$ cat src/rtl/harmonic_scheduler_if.sv
// harmonic_scheduler_if
//   Per-harmonic datapath link between the harmonic scheduler (master) and
//   the sample-position datapath / level table (slave).
//
//   o_Harmonic       scheduler -> datapath  current harmonic index
//   o_Next_Sample    scheduler -> datapath  one-cycle "consumed, advance" pulse
//   i_Sample_Ready   datapath -> scheduler  sample position loaded for o_Harmonic
//   i_Sample_Value   datapath -> scheduler  signed sine sample
//   i_Freq_Too_High  datapath -> scheduler  next harmonic is above audible range
//   i_Scale          datapath -> scheduler  unsigned amplitude for o_Harmonic
//
// Handshake: i_Sample_Ready acts as "valid" for the sample belonging to
// o_Harmonic; the scheduler accepts it when it is waiting for a sample, and
// o_Next_Sample acts as the matching "ready/consume" pulse that tells the
// datapath to drop ready and load the next position. o_Harmonic never changes
// while o_Next_Sample is high.
interface harmonic_scheduler_if;
  logic        [7:0]  o_Harmonic;
  logic               o_Next_Sample;
  logic               i_Sample_Ready;
  logic signed [15:0] i_Sample_Value;
  logic               i_Freq_Too_High;
  logic        [7:0]  i_Scale;

  modport master (
    output o_Harmonic,
    output o_Next_Sample,
    input  i_Sample_Ready,
    input  i_Sample_Value,
    input  i_Freq_Too_High,
    input  i_Scale
  );

  modport slave (
    input  o_Harmonic,
    input  o_Next_Sample,
    output i_Sample_Ready,
    output i_Sample_Value,
    output i_Freq_Too_High,
    output i_Scale
  );
endinterface

$ cat src/rtl/harmonic_scheduler.sv
// harmonic_scheduler
//   Once per output sample, walks the harmonic index from the fundamental,
//   accepts each harmonic's sine sample from the datapath, scales and
//   accumulates it, and ends the frame at the harmonic count or when the
//   datapath flags the next harmonic as inaudible. The accumulator is then
//   shifted, saturated to 16 bits and presented to the DAC path; the
//   scheduler then waits for the next sample-rate tick.
//
// Ports:
//   i_Clock, i_Reset     clock, synchronous active-high reset
//   i_Sample_Tick        one-cycle strobe at the output sample rate
//   i_Harmonic_Count     requested harmonics per frame (sampled at frame start)
//   dp                   datapath link (see harmonic_scheduler_if)
//   o_Sample_Out         signed saturated mixed sample
//   o_Sample_Valid       one-cycle strobe when o_Sample_Out updates
//   o_Overrun            one-cycle pulse when a sample tick is dropped
//   o_State_Dbg          current FSM state encoding
module harmonic_scheduler #(
  parameter int NUM_HARMONICS = 200,
  parameter int OUT_SHIFT     = 12
) (
  input  logic                i_Clock,
  input  logic                i_Reset,
  input  logic                i_Sample_Tick,
  input  logic        [7:0]   i_Harmonic_Count,
  harmonic_scheduler_if.master dp,
  output logic signed [15:0]  o_Sample_Out,
  output logic                o_Sample_Valid,
  output logic                o_Overrun,
  output logic        [2:0]   o_State_Dbg
);

  typedef enum logic [2:0] {
    S_WAIT_READY = 3'd0,
    S_SETTLE     = 3'd1,
    S_MAC        = 3'd2,
    S_DECIDE     = 3'd3,
    S_NEXT       = 3'd4,
    S_OUTPUT     = 3'd5,
    S_IDLE       = 3'd6
  } state_t;

  state_t             state_q, state_d;
  logic        [7:0]  harm_q, harm_d;
  logic signed [31:0] acc_q, acc_d;
  logic        [7:0]  count_q, count_d;
  logic               pending_q, pending_d;
  logic               ns_pulse_q;
  logic               ns_pulse;
  logic signed [15:0] out_q, out_d;
  logic               valid_q, valid_d;
  logic               ovr_q, ovr_d;

  // 0 requests are treated as a single-harmonic frame; large requests are
  // limited to what the design is built for.
  function automatic logic [7:0] clamp_count(input logic [7:0] c);
    if (c == 8'd0)                   return 8'd1;
    else if (int'(c) > NUM_HARMONICS) return 8'(NUM_HARMONICS);
    else                             return c;
  endfunction

  // Sample times unsigned scale: the scale is zero-extended so 128..255 stay
  // positive.
  logic signed [24:0] val_ext;
  logic signed [24:0] scale_ext;
  logic signed [24:0] prod;
  assign val_ext   = 25'(dp.i_Sample_Value);
  assign scale_ext = $signed({17'd0, dp.i_Scale});
  assign prod      = val_ext * scale_ext;

  logic signed [31:0] shifted;
  logic signed [15:0] sat;
  assign shifted = acc_q >>> OUT_SHIFT;
  always_comb begin
    if (shifted > 32'sd32767)       sat = 16'sh7FFF;
    else if (shifted < -32'sd32768) sat = 16'sh8000;
    else                            sat = shifted[15:0];
  end

  logic tick_avail;
  logic last_harm;
  assign tick_avail = i_Sample_Tick || pending_q;
  assign last_harm  = (harm_q == (count_q - 8'd1));

  always_comb begin
    state_d   = state_q;
    harm_d    = harm_q;
    acc_d     = acc_q;
    count_d   = count_q;
    pending_d = pending_q;
    out_d     = out_q;
    valid_d   = 1'b0;
    ovr_d     = 1'b0;
    ns_pulse  = 1'b0;

    case (state_q)
      S_WAIT_READY: begin
        // The datapath may still show the previous harmonic's ready in the
        // cycle right after a consume pulse, so that cycle is ignored.
        if (dp.i_Sample_Ready && !ns_pulse_q) state_d = S_SETTLE;
      end
      S_SETTLE: state_d = S_MAC;
      S_MAC: begin
        acc_d   = acc_q + 32'(prod);
        state_d = S_DECIDE;
      end
      S_DECIDE: begin
        if (dp.i_Freq_Too_High || last_harm) begin
          // Load the result here so data and strobe both appear in the
          // cycle right after the final decision.
          out_d   = sat;
          valid_d = 1'b1;
          state_d = S_OUTPUT;
        end else begin
          harm_d  = harm_q + 8'd1;
          state_d = S_NEXT;
        end
      end
      S_NEXT: begin
        ns_pulse = 1'b1;
        state_d  = S_WAIT_READY;
      end
      S_OUTPUT: begin
        acc_d   = 32'sd0;
        harm_d  = 8'd0;
        state_d = S_IDLE;
      end
      S_IDLE: begin
        if (tick_avail) begin
          count_d  = clamp_count(i_Harmonic_Count);
          ns_pulse = 1'b1;
          state_d  = S_WAIT_READY;
        end
      end
      default: state_d = S_WAIT_READY;
    endcase

    // Only one tick can be held. When IDLE consumes a pending tick while a
    // fresh one arrives, the fresh one takes its place.
    if (state_q == S_IDLE && tick_avail) begin
      pending_d = pending_q && i_Sample_Tick;
    end else if (i_Sample_Tick) begin
      if (pending_q) ovr_d = 1'b1;
      else           pending_d = 1'b1;
    end
  end

  // Reset lands in WAIT_READY: the datapath self-starts harmonic 0.
  always_ff @(posedge i_Clock) begin
    if (i_Reset) begin
      state_q    <= S_WAIT_READY;
      harm_q     <= 8'd0;
      acc_q      <= 32'sd0;
      count_q    <= clamp_count(i_Harmonic_Count);
      pending_q  <= 1'b0;
      ns_pulse_q <= 1'b0;
      out_q      <= 16'sd0;
      valid_q    <= 1'b0;
      ovr_q      <= 1'b0;
    end else begin
      state_q    <= state_d;
      harm_q     <= harm_d;
      acc_q      <= acc_d;
      count_q    <= count_d;
      pending_q  <= pending_d;
      ns_pulse_q <= ns_pulse;
      out_q      <= out_d;
      valid_q    <= valid_d;
      ovr_q      <= ovr_d;
    end
  end

  assign dp.o_Harmonic    = harm_q;
  assign dp.o_Next_Sample = ns_pulse;
  assign o_Sample_Out     = out_q;
  assign o_Sample_Valid   = valid_q;
  assign o_Overrun        = ovr_q;
  assign o_State_Dbg      = state_q;

endmodule

$ cat src/flat_wrapper.sv
// flat-port wrapper written by rule: the top's interface ports become plain ports
module harmonic_scheduler_flat 
#(
  parameter int NUM_HARMONICS = 200,
  parameter int OUT_SHIFT     = 12
)
  (i_Clock, i_Reset, i_Sample_Tick, i_Harmonic_Count, o_Sample_Out, o_Sample_Valid, o_Overrun, o_State_Dbg, dp_o_Harmonic, dp_o_Next_Sample, dp_i_Sample_Ready, dp_i_Sample_Value, dp_i_Freq_Too_High, dp_i_Scale);
  harmonic_scheduler_if dp_i ();
  input  logic i_Clock;
  input  logic i_Reset;
  input  logic i_Sample_Tick;
  input  logic        [7:0] i_Harmonic_Count;
  output logic signed [15:0] o_Sample_Out;
  output logic o_Sample_Valid;
  output logic o_Overrun;
  output logic        [2:0] o_State_Dbg;
  output wire logic [$bits(dp_i.o_Harmonic)-1:0] dp_o_Harmonic;
  output wire logic [$bits(dp_i.o_Next_Sample)-1:0] dp_o_Next_Sample;
  input wire logic [$bits(dp_i.i_Sample_Ready)-1:0] dp_i_Sample_Ready;
  input wire logic [$bits(dp_i.i_Sample_Value)-1:0] dp_i_Sample_Value;
  input wire logic [$bits(dp_i.i_Freq_Too_High)-1:0] dp_i_Freq_Too_High;
  input wire logic [$bits(dp_i.i_Scale)-1:0] dp_i_Scale;
  assign dp_o_Harmonic = dp_i.o_Harmonic;
  assign dp_o_Next_Sample = dp_i.o_Next_Sample;
  assign dp_i.i_Sample_Ready = dp_i_Sample_Ready;
  assign dp_i.i_Sample_Value = dp_i_Sample_Value;
  assign dp_i.i_Freq_Too_High = dp_i_Freq_Too_High;
  assign dp_i.i_Scale = dp_i_Scale;
  harmonic_scheduler #(.NUM_HARMONICS(NUM_HARMONICS), .OUT_SHIFT(OUT_SHIFT)) u_core (.i_Clock(i_Clock), .i_Reset(i_Reset), .i_Sample_Tick(i_Sample_Tick), .i_Harmonic_Count(i_Harmonic_Count), .dp(dp_i), .o_Sample_Out(o_Sample_Out), .o_Sample_Valid(o_Sample_Valid), .o_Overrun(o_Overrun), .o_State_Dbg(o_State_Dbg));
endmodule
$ cat config.mk
export PLATFORM = sky130hd
export DESIGN_NAME = harmonic_scheduler_flat
export DESIGN_NICKNAME = d
export VERILOG_FILES = /design/src/rtl/harmonic_scheduler_if.sv /design/src/rtl/harmonic_scheduler.sv /design/src/flat_wrapper.sv
export SDC_FILE = /design/constraint.sdc
export NUM_CORES = 1
export LEC_CHECK = 0
export CAP_MARGIN = 20
export CORE_UTILIZATION = 44
export CTS_CLUSTER_DIAMETER = 120
export CTS_CLUSTER_SIZE = 30
export DETAILED_ROUTE_END_ITERATION = 10
export GPL_ROUTABILITY_DRIVEN = 0
export HOLD_SLACK_MARGIN = 0.1
export SLEW_MARGIN = 0
export SYNTH_ARGS = -nofsm -noshare
export SYNTH_HDL_FRONTEND = slang
export SYNTH_SLANG_ARGS = --single-unit
$ cat constraint.sdc
create_clock -name i_Clock -period 15.6 [get_ports i_Clock]
set_input_delay 3.9 -clock i_Clock [delete_from_list [all_inputs] [get_ports i_Clock]]
set_output_delay 3.9 -clock i_Clock [all_outputs]
set_load 0.05 [all_outputs]
==> flow_metrics.env <==
export IMPL_syn_nets=1304
export IMPL_antenna_violations_before_repair=1
export IMPL_die_w_um=148
export IMPL_min_delay_worst_endpoint="u_core.acc_q[12]"
export IMPL_detailedPlacementHpwl_mm=16.9
export IMPL_cts_num_sinks=71
export IMPL_report_final_setup_viol=0
export IMPL_total_power_w=0.00220
export IMPL_floorplan_core_area_sq_um=20600
export IMPL_synthMostInstantiatedCell="sky130_fd_sc_hd__inv_1"
export IMPL_synth_common_cells="sky130_fd_sc_hd__inv_1 (198), sky130_fd_sc_hd__fa_1 (132), sky130_fd_sc_hd__nand2_1 (96)"
export IMPL_initial_util_pct=45.5
export IMPL_outcome="finished clean"
export IMPL_grt_first_pass_wirelength_mm=35.2
export IMPL_tritoncts="done"
export IMPL_grt_use_total_pct=20.2
export IMPL_port_buffers=66
export IMPL_netlist_instances=1068
export IMPL_finalCriticalPeriod_ns=9.83
export IMPL_worstPathArrival_ns=10.09
export IMPL_grt_pass1_vias=7320
export IMPL_cts_hold_buf=0
export IMPL_regToRegSetupSlack_ns=12.32
export IMPL_max_clk_rate_mhz=102
export IMPL_clock_tree_root_cell="sky130_fd_sc_hd__clkbuf_16"
export IMPL_worst_r2r_path_depth=11
export IMPL_worstHoldPathCells=2
export IMPL_post_drt_via_cell_ratio=5.28
export IMPL_synthFlopType="sky130_fd_sc_hd__dfxtp_1"
export IMPL_pre_cts_slack_ns=5.44
export IMPL_report_final_hold_viol_count=0
export IMPL_worstPathRequired_ns=15.86
export IMPL_synth_async_reset_ratio_pct=0
export IMPL_synthToLayoutAreaGrowth_pct=12.3
export IMPL_drt_first_iter_violations=232
export IMPL_hp_start="u_core.acc_q[12]"
export IMPL_drt_pre_antenna_iters=5
export IMPL_r2r_end="u_core.acc_q[27]"
export IMPL_final_antenna_net_count=0
export IMPL_fin_worst_hold_slack_ns=0.480
export IMPL_detailroute_via_count=7314
export IMPL_routedWlPerCell_um=15.0
export IMPL_top_area_cell_type_share_of_the_netlist_area_pct=28.3
export IMPL_p_leak_nw=4.84
export IMPL_post_synth_instance_area_sq_um=9350
export IMPL_critical_path_reg2reg_startpoint="u_core.acc_q[5]"
export IMPL_die_footprint_sq_um=21800
export IMPL_clock_path_buffers=2
export IMPL_worstMarginPinSlew_ns=0.879
export IMPL_timing_final_ws_setup_ns=5.77
export IMPL_drc=0
export IMPL_ctsResizeCount=0
export IMPL_number_of_buffers_created_by_cts=9
export IMPL_seq_cells_post_synth=71
export IMPL_insertedDiodeCount=0
export IMPL_power_density_nw_per_um2=210
export IMPL_worst_ir_drop_vdd_v=0.000182
export IMPL_critical_path_peak_fanout=16
export IMPL_post_synth_edffs=8
export IMPL_final_setup_tns_ns=0
export IMPL_worstSkewPairLatency_ns=0.33
export IMPL_synth_area_leader_cell="sky130_fd_sc_hd__fa_1"
export IMPL_max_cap_violations=0
export IMPL_maxSlewHeadroom_pct=41.1
export IMPL_seq_area_frac_synth_pct=16.1
export IMPL_report_final_slew_viol_count=0
export IMPL_grt_max_degree=52
export IMPL_layout_nets=1346
export IMPL_average_cell_area_after_synthesis_sq_um=8.76
export IMPL_synth_distinct_cells=67
export IMPL_num_io_pins=67
export IMPL_die_h_um=148
export IMPL_finClkSkew_ns=0.00510
export IMPL_clk_pin_slew_worst_paths_ns=0.06
export IMPL_critPathCaptureType="register"
export IMPL_grt_overflow_total=0
export IMPL_layout_drive_gt1_share_pct=5.39
export IMPL_setup_worst_path_class="in -> reg"
export IMPL_clock_tree_htree_level_count=3
export IMPL_fin_crit_sh_pct=63.0
export IMPL_yosysWarningCount=0
export IMPL_setup_worst_path_start_class="input port"
export IMPL_post_synth_main_area_contributors="sky130_fd_sc_hd__fa_1 (28%), sky130_fd_sc_hd__dfxtp_1 (13%), sky130_fd_sc_hd__ha_1 (9.0%)"
export IMPL_setup_repair_after_global_routing_missed_its_margin="no"
export IMPL_cts_repair_timing_setup_buffer_count=0
export IMPL_placementRows=52
export IMPL_detailed_route_wire_length_mm=20.7
export IMPL_hold_class="reg -> reg"
## sequential cells by signal (all words and copies together) (netlist names)
signal and cells:
u_core.dp.o_Harmonic 8, u_core.acc_q 32, u_core.o_Sample_Out 16, u_core.pending_q 1
u_core.o_Overrun 1, u_core.o_Sample_Valid 1, u_core.count_q 8, u_core.o_State_Dbg 3
u_core.ns_pulse_q 1
## final cells by class
cell class	count	area (sq um)
well taps	270	338
flip-flops and latches	71	1500
clock buffers	12	258
clock inverters	3	17.5
inverters	198	743
fillers	2027	10100
repair buffers	71	711
multi-input cells	759	6940
## worst max-delay path, cell delays in order
cell	delay (ns)
sky130_fd_sc_hd__clkdlybuf4s50_1	0.86
sky130_fd_sc_hd__nand2_1	0.20
sky130_fd_sc_hd__inv_1	0.16
sky130_fd_sc_hd__fa_1	0.48
sky130_fd_sc_hd__fa_1	0.60
sky130_fd_sc_hd__fa_1	0.58
sky130_fd_sc_hd__inv_1	0.08
sky130_fd_sc_hd__fa_1	0.47
sky130_fd_sc_hd__inv_1	0.31
sky130_fd_sc_hd__fa_1	0.49
sky130_fd_sc_hd__ha_1	0.43
sky130_fd_sc_hd__and3_1	0.30
sky130_fd_sc_hd__a221oi_1	0.27
sky130_fd_sc_hd__o21ai_1	0.14
sky130_fd_sc_hd__or4_1	0.51
sky130_fd_sc_hd__a31oi_1	0.14
sky130_fd_sc_hd__a21oi_1	0.05
sky130_fd_sc_hd__o21ai_1	0.12
## cells by family (layout without fill, tap and decap cells)
| kind of cell | after synthesis | in the layout | synth area share [%] |
|---|---|---|---|
| AND/OR/NAND/NOR | 324 | 324 | 18.3 |
| buffers and inverters | 238 | 284 | 9.89 |
| adder cells (fa/ha/maj) | 199 | 199 | 37.2 |
| AO/OA/AOI/OAI | 195 | 195 | 14.6 |
| flip-flops | 71 | 71 | 16.1 |
| XOR/XNOR | 35 | 35 | 3.28 |
| multiplexers | 6 | 6 | 0.642 |
## report_power, final
part	leakage, nW	internal, W	total, W	switching (W)
Combinational	4.12	0.000682	0.00176	0.00108
Sequential	0.590	0.000216	0.000251	0.0000344
Clock	0.134	0.000116	0.000192	0.0000756
Total	4.84	0.00101	0.00220	0.00119
## cell usage in the layout (no fill, tap or decap), types with 4 or more instances in the layout
cell type	netlist	layout
sky130_fd_sc_hd__nor2_1	53	53
sky130_fd_sc_hd__nand3b_1	4	4
sky130_fd_sc_hd__xor2_1	14	14
sky130_fd_sc_hd__nor3_1	20	19
sky130_fd_sc_hd__and3_1	5	5
sky130_fd_sc_hd__nand2b_1	7	7
sky130_fd_sc_hd__and2_1	71	71
sky130_fd_sc_hd__nand3b_2	14	14
sky130_fd_sc_hd__nor2b_1	9	9
sky130_fd_sc_hd__nand3_1	13	13
sky130_fd_sc_hd__dfxtp_1	63	63
sky130_fd_sc_hd__nor4_1	4	4
sky130_fd_sc_hd__buf_4	0	4
sky130_fd_sc_hd__a21oi_1	44	44
sky130_fd_sc_hd__o21ai_0	44	44
sky130_fd_sc_hd__o211ai_1	7	7
sky130_fd_sc_hd__nand4_1	12	12
sky130_fd_sc_hd__ha_1	67	67
sky130_fd_sc_hd__a31oi_1	9	9
sky130_fd_sc_hd__a21o_1	17	17
sky130_fd_sc_hd__mux2i_1	6	6
sky130_fd_sc_hd__inv_1	198	198
sky130_fd_sc_hd__clkbuf_16	0	10
sky130_fd_sc_hd__xnor2_1	21	21
sky130_fd_sc_hd__o21ai_2	15	15
sky130_fd_sc_hd__a22oi_1	14	14
sky130_fd_sc_hd__clkdlybuf4s50_1	0	66
sky130_fd_sc_hd__o21a_1	4	4
sky130_fd_sc_hd__nand2_1	96	96
sky130_fd_sc_hd__or3_1	8	8
sky130_fd_sc_hd__edfxtp_1	8	8
sky130_fd_sc_hd__fa_1	132	132
## through the flow
stage / instances / cell area (sq um) / util (%)
after floorplan: 1068 / 9350 / -
after global placement: 1368 / 10200 / 49.7
final: 1384 / 10500 / 51.1
after detailed placement: 1368 / 10200 / 49.7
after global routing: 1384 / 10500 / 51.1
after CTS: 1383 / 10500 / 51.0
## metal layers
| layer | routed length, um | vias up | GRT usage, % |
|---|---|---|---|
| li1 | - | 3550 | - |
| met1 | 8970 | 3614 | 25.8 |
| met2 | 10800 | 118 | 35.9 |
| met3 | 601 | 32 | 2.69 |
| met4 | 388 | 0 | 5.26 |
| met5 | 0 | - | 0 |
## worst max-delay path by stage
stage	slack, ns	to	startpoint	cells after the start
2_1_floorplan	6.63	u_core.acc_q[31]	dp_i_Scale[3]	19
3_3_place_gp	5.49	u_core.acc_q[31]	dp_i_Scale[0]	18
3_5_place_dp	5.44	u_core.acc_q[31]	dp_i_Scale[0]	18
4_1_cts	5.77	u_core.acc_q[31]	dp_i_Scale[0]	18
5_1_grt	5.39	u_core.acc_q[31]	dp_i_Scale[0]	18
6_report	5.77	u_core.acc_q[31]	dp_i_Scale[0]	18
No activity file was read; power rests on OpenSTA's default activity.
==> RTL edit 1: new RTL, same flow settings <==
Register the output `o_Overrun` once more, without a reset; this adds one clock of latency there. The other outputs are not delayed to match. Comments in the files are not updated.
--- a/src/rtl/harmonic_scheduler.sv
+++ b/src/rtl/harmonic_scheduler.sv
@@ -174,7 +174,9 @@
   assign dp.o_Next_Sample = ns_pulse;
   assign o_Sample_Out     = out_q;
   assign o_Sample_Valid   = valid_q;
-  assign o_Overrun        = ovr_q;
+  always_ff @(posedge i_Clock) begin
+    o_Overrun <= ovr_q;
+  end
   assign o_State_Dbg      = state_q;
 
 endmodule
Formal check against the unedited RTL: not equivalent (a bounded check fails within 4 cycles, from zero or initial values and one cycle with i_Reset high).
==> RTL edit 1 against the unedited design <==
- design area is 0.50% higher
- sequential cell count grew 1
- worst setup slack got worse by 0.67 ps
- synthesized area increased by 0.21%
- via count about the same
- power increased by 1.2%
- wire length up 1.3%
- critical endpoint unchanged
==> RTL edit 1: results (changes against the unedited design) <==
- Cts bufs inserted: 9 (unchanged)
- CP Max Fanout: 16 (unchanged)
- Clock Tree Buf Depth: 2 (unchanged)
- Clk slew on worst S/H paths: 60 ps (about the same)
- Vias in the first global route: 7128 (-2.6%)
- Hold Path Depth: 0 (-2)
- First-pass GRT wire length: 35.35 mm (+0.31%)
- Max reg flops: 32 (unchanged)
- Synth top cells by count: inv_1 (198), fa_1 (132), nand2_1 (96), and2_1 (71), ha_1 (67)
- Pre-antenna DRT Iters: 4 (-1)
- Postcts setup bufs: 0 (unchanged)
- Vias per inst: 5.251 (-0.63%)
- VDD IR max: 0.2101 mV (+16%)
- Worst-Margin Slew: 862.8 ps (-16.01 ps)
- HPWL after DPL: 17.15 mm (+1.5%)
- Yosys warnings: 0 (unchanged)
- Post-synthesis sequential area ratio: 16.23% (+0.18 points)
- Largest Register: u_core.acc_q
- Fraction of layout instances using a drive strength above 1: 5.640% (+0.25 points)
- Largest net degree at the start of global routing: 52 (unchanged)
- DR iter-0 viols: 255 (+9.9%)
- Async SR Flop Fraction: 0% (unchanged)
- Clock Latency Late Sink: 340 ps
- Root buf cell: clkbuf_16
- CP arrival: 10100 ps (about the same)
- Mapped Cells: 1069 (+0.094%)
- Synth area leaders: fa_1 (28%), dfxtp_1 (14%), ha_1 (8.9%), inv_1 (7.9%), and2_1 (4.7%)
- EDFF count, synth: 8 (unchanged)
- Leakage: 4.867 nW (+0.53%)
- Number of fillers in the final layout: 2043 (+0.79%)
- Clock skew: 8.743 ps (+3.644 ps)
- Status: finished, final reports clean
- Inserted Diodes: 0 (unchanged)
- H-Tree Depth: 3 (unchanged)
- GRT Total Usage: 20.38% (+0.18 points)
- Nets@finish: 1348 (+0.15%)
- Hold Path Class: reg -> reg
- Port Buf Inserts: 66 (unchanged)
- Top FF cell, synth: dfxtp_1
- Antenna violations before repair: 1 (unchanged)
- Post-cts resize count: 0 (unchanged)
- Post-DR wirelength/cell: 15.07 um (+0.71%)
- Post-synth cell types: 67 (unchanged)
- Reg2reg path depth: 11 (unchanged)
[RTL edit 1: path summary, 6_finish.rpt]
check | from | end | slack, ps
hold / removal | u_core.ovr_q | u_core.o_Overrun | 330
hold reg to reg | u_core.ovr_q | u_core.o_Overrun | 330
setup / recovery | dp_i_Scale[0] | u_core.acc_q[31] | 5770
setup reg to reg | u_core.acc_q[5] | u_core.acc_q[27] | 12320
[RTL edit 1: layout make-up]
type | count | area share, %
clock buffers | 12 | 2.536
clock inverters | 4 | 0.4621
inverters | 198 | 7.038
multi-input cells | 759 | 65.66
flip-flops and latches | 72 | 14.41
well taps | 275 | 3.258
repair buffers | 72 | 6.635
[RTL edit 1: cells by family after synthesis]
family / after synthesis / share of synthesized area (%)
xor gates and xnor gates: 35 / 3.271
DFF: 72 / 16.23
AOI/OAI and AO/OA: 195 / 14.62
adders and majority gates: 199 / 37.14
muxes: 6 / 0.6408
buffers and inverters: 238 / 9.865
and+or+nand+nor: 324 / 18.24
[RTL edit 1: metrics by stage]
stage / cell area, um^2 / total power [mW] / setup slack, ps / hold WS (ps) / instances
final: 10560 / 2.230 / 5771 / 329.5 / 1392
after global routing: 10560 / 2.510 / 5330 / 336.8 / 1392
after CTS: 10550 / 2.252 / 5775 / 329.8 / 1391
after detailed placement: 10240 / 2.018 / 5447 / 314.3 / 1375
after global placement: 10240 / 2.006 / 5528 / 312.0 / 1375
after floorplan: 9373 / 1.652 / 6627 / 309.6 / 1069
[RTL edit 1: power breakdown]
group          internal (mW)  leakage (nW)  switching (mW)  total (mW)
clock network          0.138         0.154          0.0796       0.217
registers              0.219         0.598          0.0345       0.254
logic                  0.682          4.12            1.08        1.76
[RTL edit 1: critical path: stages]
cell	delay, ps
clkdlybuf4s50_1	870
nand2_1	200
inv_1	170
fa_1	480
fa_1	600
fa_1	590
inv_1	80
fa_1	460
inv_1	310
fa_1	490
ha_1	420
and3_1	290
a221oi_1	250
o21ai_1	150
or4_1	510
a31oi_1	140
a21oi_1	60
o21ai_1	110
[RTL edit 1: metal layers]
| metal | GRT usage (%) | up-vias | routed length (um) |
|---|---|---|---|
| met3 | 2.623 | 32 | 541 |
| met4 | 5.103 | 0 | 439 |
| met5 | 0 | - | 0 |
| li1 | - | 3563 | - |
| met2 | 35.94 | 94 | 11030 |
| met1 | 26.32 | 3621 | 8974 |
==> RTL edit 2: new RTL, same settings <==
Without the edit above. `OUT_SHIFT` is set to 12 in 2 places; all go to 8.
--- a/src/rtl/harmonic_scheduler.sv
+++ b/src/rtl/harmonic_scheduler.sv
@@ -17,7 +17,7 @@
 //   o_State_Dbg          current FSM state encoding
 module harmonic_scheduler #(
   parameter int NUM_HARMONICS = 200,
-  parameter int OUT_SHIFT     = 12
+  parameter int OUT_SHIFT     = 8
 ) (
   input  logic                i_Clock,
   input  logic                i_Reset,
--- a/src/flat_wrapper.sv
+++ b/src/flat_wrapper.sv
@@ -2,7 +2,7 @@
 module harmonic_scheduler_flat 
 #(
   parameter int NUM_HARMONICS = 200,
-  parameter int OUT_SHIFT     = 12
+  parameter int OUT_SHIFT     = 8
 )
   (i_Clock, i_Reset, i_Sample_Tick, i_Harmonic_Count, o_Sample_Out, o_Sample_Valid, o_Overrun, o_State_Dbg, dp_o_Harmonic, dp_o_Next_Sample, dp_i_Sample_Ready, dp_i_Sample_Value, dp_i_Freq_Too_High, dp_i_Scale);
   harmonic_scheduler_if dp_i ();
Function: changed (a bounded check fails within 10 cycles, from zero or initial values and one cycle with i_Reset high).
==> RTL edit 2 against the unedited design <==
- sequential cell count unchanged
- power fell by 4.8%
- first-iteration DRC count is 27% higher
- design area down 4.2%
- maximum frequency down 3.9%
- critical path depth increased by 5
- synthesized area is 5.4% lower
- worst setup slack worse by 400 ps
- clock skew rose by 0.93 ps
- highest routed layer unchanged
- wire length fell by 12%
- cell count shrank 4.6%
==> RTL edit 2: results (changes against the unedited design) <==
- Via count: 6702 (-8.4%)
- Compound-cell area share of the yosys netlist: 12.00% (-2.7 points)
- Status: finished, final reports clean
- Syn Std Cell Area: 8843 um^2 (-5.4%)
- VDD IR max: 0.2032 mV (+12%)
- Number of fillers in the final layout: 1917 (-5.4%)
- Antenna violations before repair: 0 (-1)
- Post-Route WL: 18.16 mm (-12%)
- GRT Total Usage: 19.02% (-1.2 points)
- Syn Area/Cell: 8.826 um^2 (+0.78%)
- Synth area leaders: fa_1 (30%), dfxtp_1 (14%), ha_1 (9.5%), inv_1 (8.1%), and2_1 (4.7%)
- Hold Path End: u_core.o_Sample_Out[4]
- Met2 WL: 9.473 mm (-12%)
- Largest Register: u_core.acc_q
- DRT met1 WL: 8.249 mm (-8.1%)
- Vias in the first global route: 6538 (-11%)
- Mux share of post-synthesis cell area: 0.5801% (-0.062 points)
- First-pass GRT wire length: 31.20 mm (-11%)
- Post-Layout Inst Area: 10060 um^2 (-4.2%)
- Met2 usage in global routing: 33.67% (-2.2 points)
- Slew margin rel.: 45.06% (+4.0 points)
- Met3 Use GR: 2.599% (-0.086 points)
- NonClk Buf Share: 7.012% (+0.25 points)
- Post-synthesis sequential area ratio: 16.98% (+0.92 points)
- Synth top cells by count: inv_1 (192), fa_1 (132), nand2_1 (92), ha_1 (67), and2_1 (66)
- Adder-Cell Fraction of Synth Area: 39.36% (+2.1 points)
- Pre-CTS setup slack: 5061 ps (-382.0 ps)
- CP Launch Point: dp_i_Scale[2]
- Reg2reg path depth: 14 (+3)
- Hold Path Origin: u_core.o_Sample_Out[4]
- Multi-input combinational area share: 64.55% (-1.5 points)
- Vias per inst: 5.077 (-3.9%)
- Largest net degree at the start of global routing: 41 (-21%)
- CP peak stage delay: 930 ps (+70 ps)
- Clock skew: 6.034 ps (+0.9346 ps)
- DR iter-0 viols: 294 (+27%)
- WL met3: 398 um (-34%)
- Leakage: 4.777 nW (-1.3%)
- Post-synth cell types: 54 (-19%)
- NetSw: 1.062 mW (-11%)
- Clk tree area frac: 3.059% (+0.44 points)
- R2R setup slack: 11810 ps (-510 ps)
- CP arrival: 10400 ps (+310 ps)
- Synth Net Count: 1238 (-5.1%)
- Worst r2r dst: u_core.acc_q[28]
- FF-to-FF Start: u_core.acc_q[8]
- Nonclk inv count: 192 (-3.0%)
- WHS: 486.4 ps (+6.519 ps)
[RTL edit 2: cell count changes after synthesis, moves of 5 or more]
| cell | delta |
|---|---|
| and2_1 | -5 |
| o21ai_0 | -24 |
| nor3_1 | -16 |
| xor2_1 | +9 |
| o31ai_1 | +16 |
| inv_1 | -6 |
| nand3b_2 | -14 |
| or3_1 | -5 |
| o21ai_2 | -15 |
| nand3_1 | -7 |
| o21bai_1 | +7 |
| buf_2 | -5 |
| o22ai_1 | +13 |
| nand3b_1 | +11 |
[RTL edit 2: power groups by stage]
| stage | combinational [mW] | clock (mW) | sequential, mW |
|---|---|---|---|
| finish | 1.64 | 0.207 | 0.247 |
| global route | 1.90 | 0.221 | 0.253 |
| CTS | 1.66 | 0.212 | 0.248 |
| detailed placement | 1.65 | 0 | 0.252 |
| global placement | 1.66 | 0 | 0.251 |
| floorplan | 1.33 | 0 | 0.250 |
